**src/rtl/chirp_result_reader_if.sv**
```systemverilog
// Read port of the chirp result RAM plus the {phase, modulus} output stream.
// master = the reader block, slave = the RAM / consumer side.
interface chirp_result_reader_if #(
    parameter int DATA_WIDTH = 14,
    parameter int ADDR_WIDTH = 8
);
    logic                      rd_en_o;
    logic [ADDR_WIDTH:0]       rd_addr_o;
    logic [DATA_WIDTH-1:0]     rd_data_i;
    logic [2*DATA_WIDTH-1:0]   m_data_o;
    logic [ADDR_WIDTH-1:0]     m_index_o;
    logic                      m_valid_o;
    logic                      m_last_o;
    logic                      m_ready_i;

    modport master (
        output rd_en_o, rd_addr_o, m_data_o, m_index_o, m_valid_o, m_last_o,
        input  rd_data_i, m_ready_i
    );

    modport slave (
        input  rd_en_o, rd_addr_o, m_data_o, m_index_o, m_valid_o, m_last_o,
        output rd_data_i, m_ready_i
    );
endinterface

```
**src/rtl/chirp_result_reader.sv**
```systemverilog
// Drains the chirp result RAM after a sweep: one modulus and one phase read
// per point, emitted as a {phase, modulus} pair on a valid/ready stream.
module chirp_result_reader #(
    parameter int DATA_WIDTH = 14,
    parameter int ADDR_WIDTH = 8,
    parameter int N_POINTS   = 256
) (
    input  logic                  dac_clk_i,
    input  logic                  dac_rstn_i,
    input  logic                  fin_i,
    input  logic                  abort_i,
    chirp_result_reader_if.master bus,
    output logic                  busy_o,
    output logic                  done_o,
    output logic                  overrun_o
);
    typedef enum logic [2:0] {IDLE, RD_MOD, RD_PH, WAIT_PH, OUT} state_t;

    localparam logic [ADDR_WIDTH-1:0] LAST_IDX = ADDR_WIDTH'(N_POINTS - 1);

    state_t                  state_q, state_d;
    logic [ADDR_WIDTH-1:0]   idx_q, idx_d;
    logic [DATA_WIDTH-1:0]   mod_q, mod_d;
    logic                    rd_en_q, rd_en_d;
    logic [ADDR_WIDTH:0]     rd_addr_q, rd_addr_d;
    logic [2*DATA_WIDTH-1:0] data_q, data_d;
    logic [ADDR_WIDTH-1:0]   index_q, index_d;
    logic                    valid_q, valid_d;
    logic                    last_q, last_d;
    logic                    done_q, done_d;
    logic                    ovr_q, ovr_d;

    always_ff @(posedge dac_clk_i or negedge dac_rstn_i) begin
        if (!dac_rstn_i) begin
            state_q   <= IDLE;
            idx_q     <= '0;
            mod_q     <= '0;
            rd_en_q   <= 1'b0;
            rd_addr_q <= '0;
            data_q    <= '0;
            index_q   <= '0;
            valid_q   <= 1'b0;
            last_q    <= 1'b0;
            done_q    <= 1'b0;
            ovr_q     <= 1'b0;
        end else begin
            state_q   <= state_d;
            idx_q     <= idx_d;
            mod_q     <= mod_d;
            rd_en_q   <= rd_en_d;
            rd_addr_q <= rd_addr_d;
            data_q    <= data_d;
            index_q   <= index_d;
            valid_q   <= valid_d;
            last_q    <= last_d;
            done_q    <= done_d;
            ovr_q     <= ovr_d;
        end
    end

    always_comb begin
        state_d   = state_q;
        idx_d     = idx_q;
        mod_d     = mod_q;
        rd_en_d   = 1'b0;
        rd_addr_d = rd_addr_q;
        data_d    = data_q;
        index_d   = index_q;
        valid_d   = valid_q;
        last_d    = last_q;
        done_d    = 1'b0;
        ovr_d     = ovr_q;

        unique case (state_q)
            IDLE: begin
                if (fin_i) begin
                    idx_d   = '0;
                    state_d = RD_MOD;
                end
            end
            RD_MOD: state_d = RD_PH;
            RD_PH: begin
                mod_d   = bus.rd_data_i;
                state_d = WAIT_PH;
            end
            WAIT_PH: begin
                data_d  = {bus.rd_data_i, mod_q};
                index_d = idx_q;
                last_d  = (idx_q == LAST_IDX);
                valid_d = 1'b1;
                state_d = OUT;
            end
            OUT: begin
                if (valid_q && bus.m_ready_i) begin
                    valid_d = 1'b0;
                    if (idx_q == LAST_IDX) begin
                        last_d  = 1'b0;
                        done_d  = 1'b1;
                        state_d = IDLE;
                    end else begin
                        idx_d   = idx_q + 1'b1;
                        state_d = RD_MOD;
                    end
                end
            end
            default: state_d = IDLE;
        endcase

        if (fin_i && state_q != IDLE)
            ovr_d = 1'b1;

        if (abort_i) begin
            state_d = IDLE;
            valid_d = 1'b0;
            last_d  = 1'b0;
            done_d  = 1'b0;
            ovr_d   = 1'b0;
        end

        // Read port is registered, so it is driven from the state being entered.
        if (state_d == RD_MOD || state_d == RD_PH) begin
            rd_en_d   = 1'b1;
            rd_addr_d = {state_d == RD_PH, idx_d};
        end
    end

    assign bus.rd_en_o   = rd_en_q;
    assign bus.rd_addr_o = rd_addr_q;
    assign bus.m_data_o  = data_q;
    assign bus.m_index_o = index_q;
    assign bus.m_valid_o = valid_q;
    assign bus.m_last_o  = last_q;
    assign busy_o        = (state_q != IDLE);
    assign done_o        = done_q;
    assign overrun_o     = ovr_q;
endmodule

```
**src/flat_wrapper.sv**
```systemverilog
// flat-port wrapper written by rule: the top's interface ports become plain ports
module chirp_result_reader_flat 
#(
    parameter int DATA_WIDTH = 14,
    parameter int ADDR_WIDTH = 8,
    parameter int N_POINTS   = 256
)
  (dac_clk_i, dac_rstn_i, fin_i, abort_i, busy_o, done_o, overrun_o, bus_rd_en_o, bus_rd_addr_o, bus_m_data_o, bus_m_index_o, bus_m_valid_o, bus_m_last_o, bus_rd_data_i, bus_m_ready_i);
  chirp_result_reader_if #(.DATA_WIDTH(DATA_WIDTH), .ADDR_WIDTH(ADDR_WIDTH)) bus_i ();
  input  logic dac_clk_i;
  input  logic dac_rstn_i;
  input  logic fin_i;
  input  logic abort_i;
  output logic busy_o;
  output logic done_o;
  output logic overrun_o;
  output wire logic [$bits(bus_i.rd_en_o)-1:0] bus_rd_en_o;
  output wire logic [$bits(bus_i.rd_addr_o)-1:0] bus_rd_addr_o;
  output wire logic [$bits(bus_i.m_data_o)-1:0] bus_m_data_o;
  output wire logic [$bits(bus_i.m_index_o)-1:0] bus_m_index_o;
  output wire logic [$bits(bus_i.m_valid_o)-1:0] bus_m_valid_o;
  output wire logic [$bits(bus_i.m_last_o)-1:0] bus_m_last_o;
  input wire logic [$bits(bus_i.rd_data_i)-1:0] bus_rd_data_i;
  input wire logic [$bits(bus_i.m_ready_i)-1:0] bus_m_ready_i;
  assign bus_rd_en_o = bus_i.rd_en_o;
  assign bus_rd_addr_o = bus_i.rd_addr_o;
  assign bus_m_data_o = bus_i.m_data_o;
  assign bus_m_index_o = bus_i.m_index_o;
  assign bus_m_valid_o = bus_i.m_valid_o;
  assign bus_m_last_o = bus_i.m_last_o;
  assign bus_i.rd_data_i = bus_rd_data_i;
  assign bus_i.m_ready_i = bus_m_ready_i;
  chirp_result_reader #(.DATA_WIDTH(DATA_WIDTH), .ADDR_WIDTH(ADDR_WIDTH), .N_POINTS(N_POINTS)) u_core (.dac_clk_i(dac_clk_i), .dac_rstn_i(dac_rstn_i), .fin_i(fin_i), .abort_i(abort_i), .bus(bus_i), .busy_o(busy_o), .done_o(done_o), .overrun_o(overrun_o));
endmodule
```
**config.mk**
```make
export PLATFORM = sky130hd
export DESIGN_NAME = chirp_result_reader_flat
export DESIGN_NICKNAME = d
export VERILOG_FILES = /design/src/rtl/chirp_result_reader_if.sv /design/src/rtl/chirp_result_reader.sv /design/src/flat_wrapper.sv
export SDC_FILE = /design/constraint.sdc
export NUM_CORES = 1
export LEC_CHECK = 0
export CORE_MARGIN = 2
export CORE_UTILIZATION = 50
export DETAILED_ROUTE_END_ITERATION = 10
export GPL_ROUTABILITY_DRIVEN = 0
export MAX_ROUTING_LAYER = met4
export PLACE_DENSITY = 0.87
export SLEW_MARGIN = 0
export SYNTH_ARGS = -nofsm -noshare
export SYNTH_HDL_FRONTEND = slang
export SYNTH_SLANG_ARGS = --single-unit
export TNS_END_PERCENT = 50
```
**constraint.sdc**
```tcl
create_clock -name dac_clk_i -period 2.48 [get_ports dac_clk_i]
set_input_delay 0.372 -clock dac_clk_i [delete_from_list [all_inputs] [get_ports dac_clk_i]]
set_output_delay 0.372 -clock dac_clk_i [all_outputs]
set_load 0.02 [all_outputs]
```
[Word level (Yosys, flattened, before mapping)]
Cells that the tools add are included.
Cells by class
  $add $sub $neg: 1
  multipliers: 0
  div/mod/pow operators: 0
  order comparisons: 0
  equality and inequality tests: 9
  shifts and indexed selects: 0
  mux-type cells: 23
  bitwise gates (word level): 0
  reduce and logical (&&, ||, !) cells: 9
Operators by type and width (number)
  8-bit 2-to-1 mux: 3
  8-bit one-hot mux with 2 select lines: 1
  3-bit one-hot mux with 5 select lines: 1
  1-bit 2-to-1 mux: 13
  3-bit by 2-bit equality test with 1-bit output, second input constant: 3
  3-bit 2-to-1 mux: 3
  8-bit by 1-bit adder with 8-bit output, second input constant: 1
  8-bit equality test, second input constant: 1
  3-bit by 1-bit equality test with 1-bit output, second input constant: 2
  3-bit by 2-bit != test with 1-bit output, second input constant: 2
  3-bit nonzero test: 2
  1-bit one-hot mux with 2 select lines: 2
  3-bit equality test, second input constant: 1
  3-bit logical NOT: 1
  3-bit AND reduction: 1
  1-bit logical AND: 2
  2-bit AND reduction: 1
  2-bit nonzero test: 1
  1-bit logical OR: 1
Word-level totals
  bits in registers: 75
  bits in latches: 0
  RAM bits: 0
  memory bits (read-only): 0
  logic and storage cells: 53
  memories kept: 0

[Logic depth before layout (Yosys ltp)]
  depth in word-level cells: 8
  gate-level depth with buffers: 6

[Least setup slack after synthesis]
OpenSTA, ideal clock, no wires.
  kind: register to register
  start point: register u_core.state_q[0]
  end point: register u_core.rd_addr_q[0] (netlist: u_core.bus.rd_addr_o[0])
  data arrival time: 1.860 ns
  data required time: 2.355 ns
  slack: 0.495 ns
  stages on the path, launching flop included: 7
  clock period less this slack: 1.985 ns
  cells stage by stage: dfrtp_1 buf_2 nor3b_4 o2111ai_4 and3b_1 a21oi_4 mux2_2
On the way
  longest elaborated chain between the ends: 5
RTL lines
  from (decl): RTL line chirp_result_reader.sv:21  | state_t state_q, state_d;
  from (signal assigned): RTL line chirp_result_reader.sv:47  | state_q <= state_d;
  3-bit equality test (tied with other cells): RTL line chirp_result_reader.sv:74  | unique case (state_q)
  3-bit one-hot mux with 5 select lines: RTL line chirp_result_reader.sv:74
  3-bit 2-to-1 mux: RTL line chirp_result_reader.sv:112  | if (abort_i) begin
  3-bit by 1-bit equality test with 1-bit output / 3-bit by 2-bit equality test with 1-bit output (equally long branches): RTL line chirp_result_reader.sv:121  | if (state_d == RD_MOD || state_d == RD_PH) begin
  1-bit logical OR: RTL line chirp_result_reader.sv:121
  to (signal assigned): RTL line chirp_result_reader.sv:51  | rd_addr_q <= rd_addr_d;
  to (decl): RTL line chirp_result_reader.sv:25  | logic [ADDR_WIDTH:0] rd_addr_q, rd_addr_d;
Parallel ways exist; a longest one is shown, timed or not.
A chain may end at the register's enable or synchronous reset.

[Final worst setup path]
  start point: register u_core.idx_q[0]
  end point: register u_core.rd_addr_q[7] (netlist: u_core.bus.rd_addr_o[7])
On the way
  longest elaborated chain between the ends: 7
RTL lines
  from (decl): RTL line chirp_result_reader.sv:22  | logic [ADDR_WIDTH-1:0] idx_q, idx_d;
  from (signal assigned): RTL line chirp_result_reader.sv:48  | idx_q <= idx_d;
  8-bit equality test (*): RTL line chirp_result_reader.sv:96  | if (idx_q == LAST_IDX) begin
  1-bit 2-to-1 mux (*): RTL line chirp_result_reader.sv:96
  3-bit 2-to-1 mux (*): RTL line chirp_result_reader.sv:94  | if (valid_q && bus.m_ready_i) begin
  3-bit one-hot mux with 5 select lines (*): RTL line chirp_result_reader.sv:74
  3-bit 2-to-1 mux (*): RTL line chirp_result_reader.sv:112
  named net u_core.state_d[0]: RTL line chirp_result_reader.sv:21
  3-bit by 1-bit equality test with 1-bit output / 3-bit by 2-bit equality test with 1-bit output (equally long branches): RTL line chirp_result_reader.sv:121
  1-bit logical OR (*): RTL line chirp_result_reader.sv:121
Mark *: on every way through the listed nets, which the timed path passes. The rest lies on a longest branch.

==> out/summary.txt <==
Remaining antenna violation count after routing - 0
CP Launch Type - register
CTS root buffer - sky130_fd_sc_hd__clkbuf_8
Biggest area contributors in the synthesized netlist - sky130_fd_sc_hd__dfrtp_1 62%, sky130_fd_sc_hd__mux2_2 21%, sky130_fd_sc_hd__o21ai_0 0.99%
Die boundary height - 82.1 um
Depth of the worst register-to-register path - 6
Top fanout value on the critical path - 9
Leading cell type by number of instances after synthesis - sky130_fd_sc_hd__dfrtp_1
Worst voltage drop across the vdd grid - 0.576 mV
Worst Max-Slew Pin Slew - 0.926 ns
Highest achievable clock rate - 0.457 GHz
FF-to-FF End - u_core.bus.rd_addr_o[7]
ANT cells - 0
P_leak - 1.79 nW
Portion of synthesized cell area occupied by the leading cell type - 61.6%
Parity-gate share of the synthesized area counting xor and xnor cells - 0.862%
Detailed-routing wirelength on met1 - 2.61 mm
Std-Cell Rows - 28
Synthesized instance count - 209
Multiplexer area fraction after synthesis - 21.4%
Crit Reg-Reg Startpoint - u_core.idx_q[0]
# DRC - 0
Type of the worst min-delay path - primary input to asynchronous set/reset pin
P per Cell Area - 1030 nW/um^2
Core Footprint - 5920 sq um
Amount of wire on met3 after detailed routing - 272 um
Register area share after synthesis - 61.6%
Simple-gate area share of the yosys netlist - 6.53%
Fin crit period - 2.19 ns
Synth Net Count - 229
DRT Pass-1 Iters - 4
Critical path's largest stage delay - 0.41 ns
Summed instance area of the synthesized netlist - 3050 sq um
Number of I/O pins - 70
Vias per cell - 5.40
Synthesized-area fraction occupied by adder cells - 0.411%
Tcrit/Tclk final - 88.3%
Number of global-route vias before repair - 1927
HPWL reported at the end of detailed placement - 4.09 mm
EDFF count, synth - 0
Clock input transition at the sequential cells of the worst setup and hold paths - 0.08 ns
Met2 Wirelength - 2.96 mm
Required time reported for the critical path endpoint - 2.71 ns
Yosys warning count - 0
Highest Signal Layer - met4
Setup repair after global routing missed its margin - no
TritonCTS clock tree - built
Avg Cell Area, Syn - 14.6 sq um
Final wirelength - 5.96 mm
Gates resized, CTS repair - 0
Share of final-layout standard cells stronger than drive strength 1 - 29.6%
Kind of cell with the highest combined delay on the critical path - compound AO/OA/AOI/OAI gates
Total congestion overflow after global routing - 0
Wire length of the first global-routing pass - 9.38 mm
Synthesis-to-finish area growth - 33.6%
CTS Hold Buffers Added - 0
Total routing usage reported by global routing - 19.5%
Category of the worst setup path capture point - register
Total Negative Setup Slacks - 0 ns
Complex-gate fraction of the synthesized area - 7.14%
Final-stage net count - 307
Final setup fails - 0
Post-layout power - 0.00419 W
Post-synthesis cell type with the largest combined area - sky130_fd_sc_hd__dfrtp_1
Routed vias - 1977
Share of flip-flops with an asynchronous set or reset after synthesis - 100%
Fill cell total of the finished layout - 403
Cell at the slowest stage of the critical path - sky130_fd_sc_hd__dfrtp_1
Effective utilization at floorplan - 51.5%
Final hold vios - 0
Largest buffer count on any clock path - 2
Buffers inserted during post-CTS setup optimization - 0
Predominant post-synthesis flop cell - sky130_fd_sc_hd__dfrtp_1
R2r setup slk - 0.29 ns
Number of violations of the max-capacitance limit - 0
Synth Register Bits - 75
CP bufs+invs - 0
Full die area - 6740 sq um
Htree depth - 3
Unique cell type count in the Yosys netlist - 36
Main combinational cell family by area after synthesis - multiplexers
Final setup skew - 0.0109 ns
Initial antenna violation count - 0
IO buf count - 69
Result of the run - finished, final reports clean
Clk sinks - 75
Arrival time of the worst setup path - 2.41 ns
Final Max Slew Viols - 0
CTS Buf Count - 9
Mean routed wirelength per cell - 16.3 um
Type of the worst setup path - register to register
Width of the die - 82.1 um
Clk_lat worst skew - 0.34 ns
Most common library cells after synthesis - 75 x sky130_fd_sc_hd__dfrtp_1, 58 x sky130_fd_sc_hd__mux2_2, 8 x sky130_fd_sc_hd__nand2_1, 6 x sky130_fd_sc_hd__nor2_1, 6 x sky130_fd_sc_hd__o21ai_0
Pin count of the biggest net entering global routing - 76
CP cell instances - ha_1 > nand3_1 > o2111ai_4 > a221oi_4 > a21oi_4 > mux2_2
Number of violations reported at the end of detailed-routing iteration 0 - 92
Relative slew margins - 38.3%
-- how the worst max path moves through the flow --
| stage | start | end | slack (ns) | cells past startpoint |
|---|---|---|---|---|
| after floorplan | u_core.state_q[0] | u_core.bus.rd_addr_o[0] | 0.50 | 6 |
| after global placement | fin_i | u_core.bus.rd_addr_o[5] | 0.20 | 6 |
| after detailed placement | fin_i | u_core.bus.rd_addr_o[5] | 0.17 | 6 |
| after CTS | u_core.state_q[0] | busy_o | 0.27 | 2 |
| after global routing | u_core.idx_q[0] | u_core.bus.rd_addr_o[1] | 0.12 | 6 |
| final | u_core.idx_q[0] | u_core.bus.rd_addr_o[7] | 0.29 | 6 |
-- worst reg2reg max path, stage by stage, from the launching register on --
cell                        delay (ns)
sky130_fd_sc_hd__dfrtp_1          0.41
sky130_fd_sc_hd__ha_1             0.23
sky130_fd_sc_hd__nand3_1          0.22
sky130_fd_sc_hd__o2111ai_4        0.33
sky130_fd_sc_hd__a221oi_4         0.13
sky130_fd_sc_hd__a21oi_4          0.37
sky130_fd_sc_hd__mux2_2           0.39
-- routing by layer --
metal | track usage [%] | up-vias
li1 | - | 909
met1 | 26.1 | 1009
met2 | 28.1 | 49
met3 | 4.84 | 10
met4 | 9.17 | 0
met5 | - | -
-- metrics by stage --
step           setup slack, ns  std cells  cell area, sq um  util [%]  hold WS, ns
2_1_floorplan            0.495        209              3050         -       0.0764
3_3_place_gp             0.196        351              3830      64.7        0.477
3_5_place_dp             0.169        351              3830      64.7        0.485
4_1_cts                  0.270        366              4070      68.8        0.190
5_1_grt                  0.119        366              4070      68.8        0.238
6_report                 0.291        366              4070      68.8        0.146
-- layout by cell type (no fill, tap or decap), types with 5 or more instances in the layout --
cell and n:
sky130_fd_sc_hd__nor2_1 6, sky130_fd_sc_hd__a21oi_1 5, sky130_fd_sc_hd__clkbuf_8 10, sky130_fd_sc_hd__dfrtp_1 75, sky130_fd_sc_hd__nand2_1 8, sky130_fd_sc_hd__o21ai_0 6, sky130_fd_sc_hd__buf_4 7, sky130_fd_sc_hd__clkdlybuf4s50_1 68
sky130_fd_sc_hd__mux2_2 58
-- power by group --
group | switching [W] | total (W) | internal, W | leakage, nW
registers | 0.000185 | 0.00176 | 0.00158 | 0.960
logic | 0.000590 | 0.00131 | 0.000722 | 0.714
clock network | 0.000423 | 0.00112 | 0.000693 | 0.120
-- kinds of logic after synthesis --
kind of cell,Yosys count
adder cells (fa/ha/maj),1
XOR/XNOR,3
AND/OR/NAND/NOR,35
multiplexers,58
buffers and inverters,12
flip-flops,75
AO/OA/AOI/OAI,25
-- layout make-up --
class	count	area (sq um)	share of cell area (%)
sequential	75	1880	46.1
multi-input combinational	122	1110	27.3
timing repair buffer	75	733	18.0
clock buffer	11	141	3.47
clock inverter	4	98.8	2.43
tap	75	93.8	2.30
inverter	4	15.0	0.369
-- flip-flops by register name, indices dropped and copies added, names as in the netlist, 3 cells and up --
name and count:
u_core.bus.rd_addr_o 9, u_core.bus.m_index_o 8, u_core.idx_q 8, u_core.bus.m_data_o 28, u_core.mod_q 14, u_core.state_q 3
(Power assumes the default switching activity.)
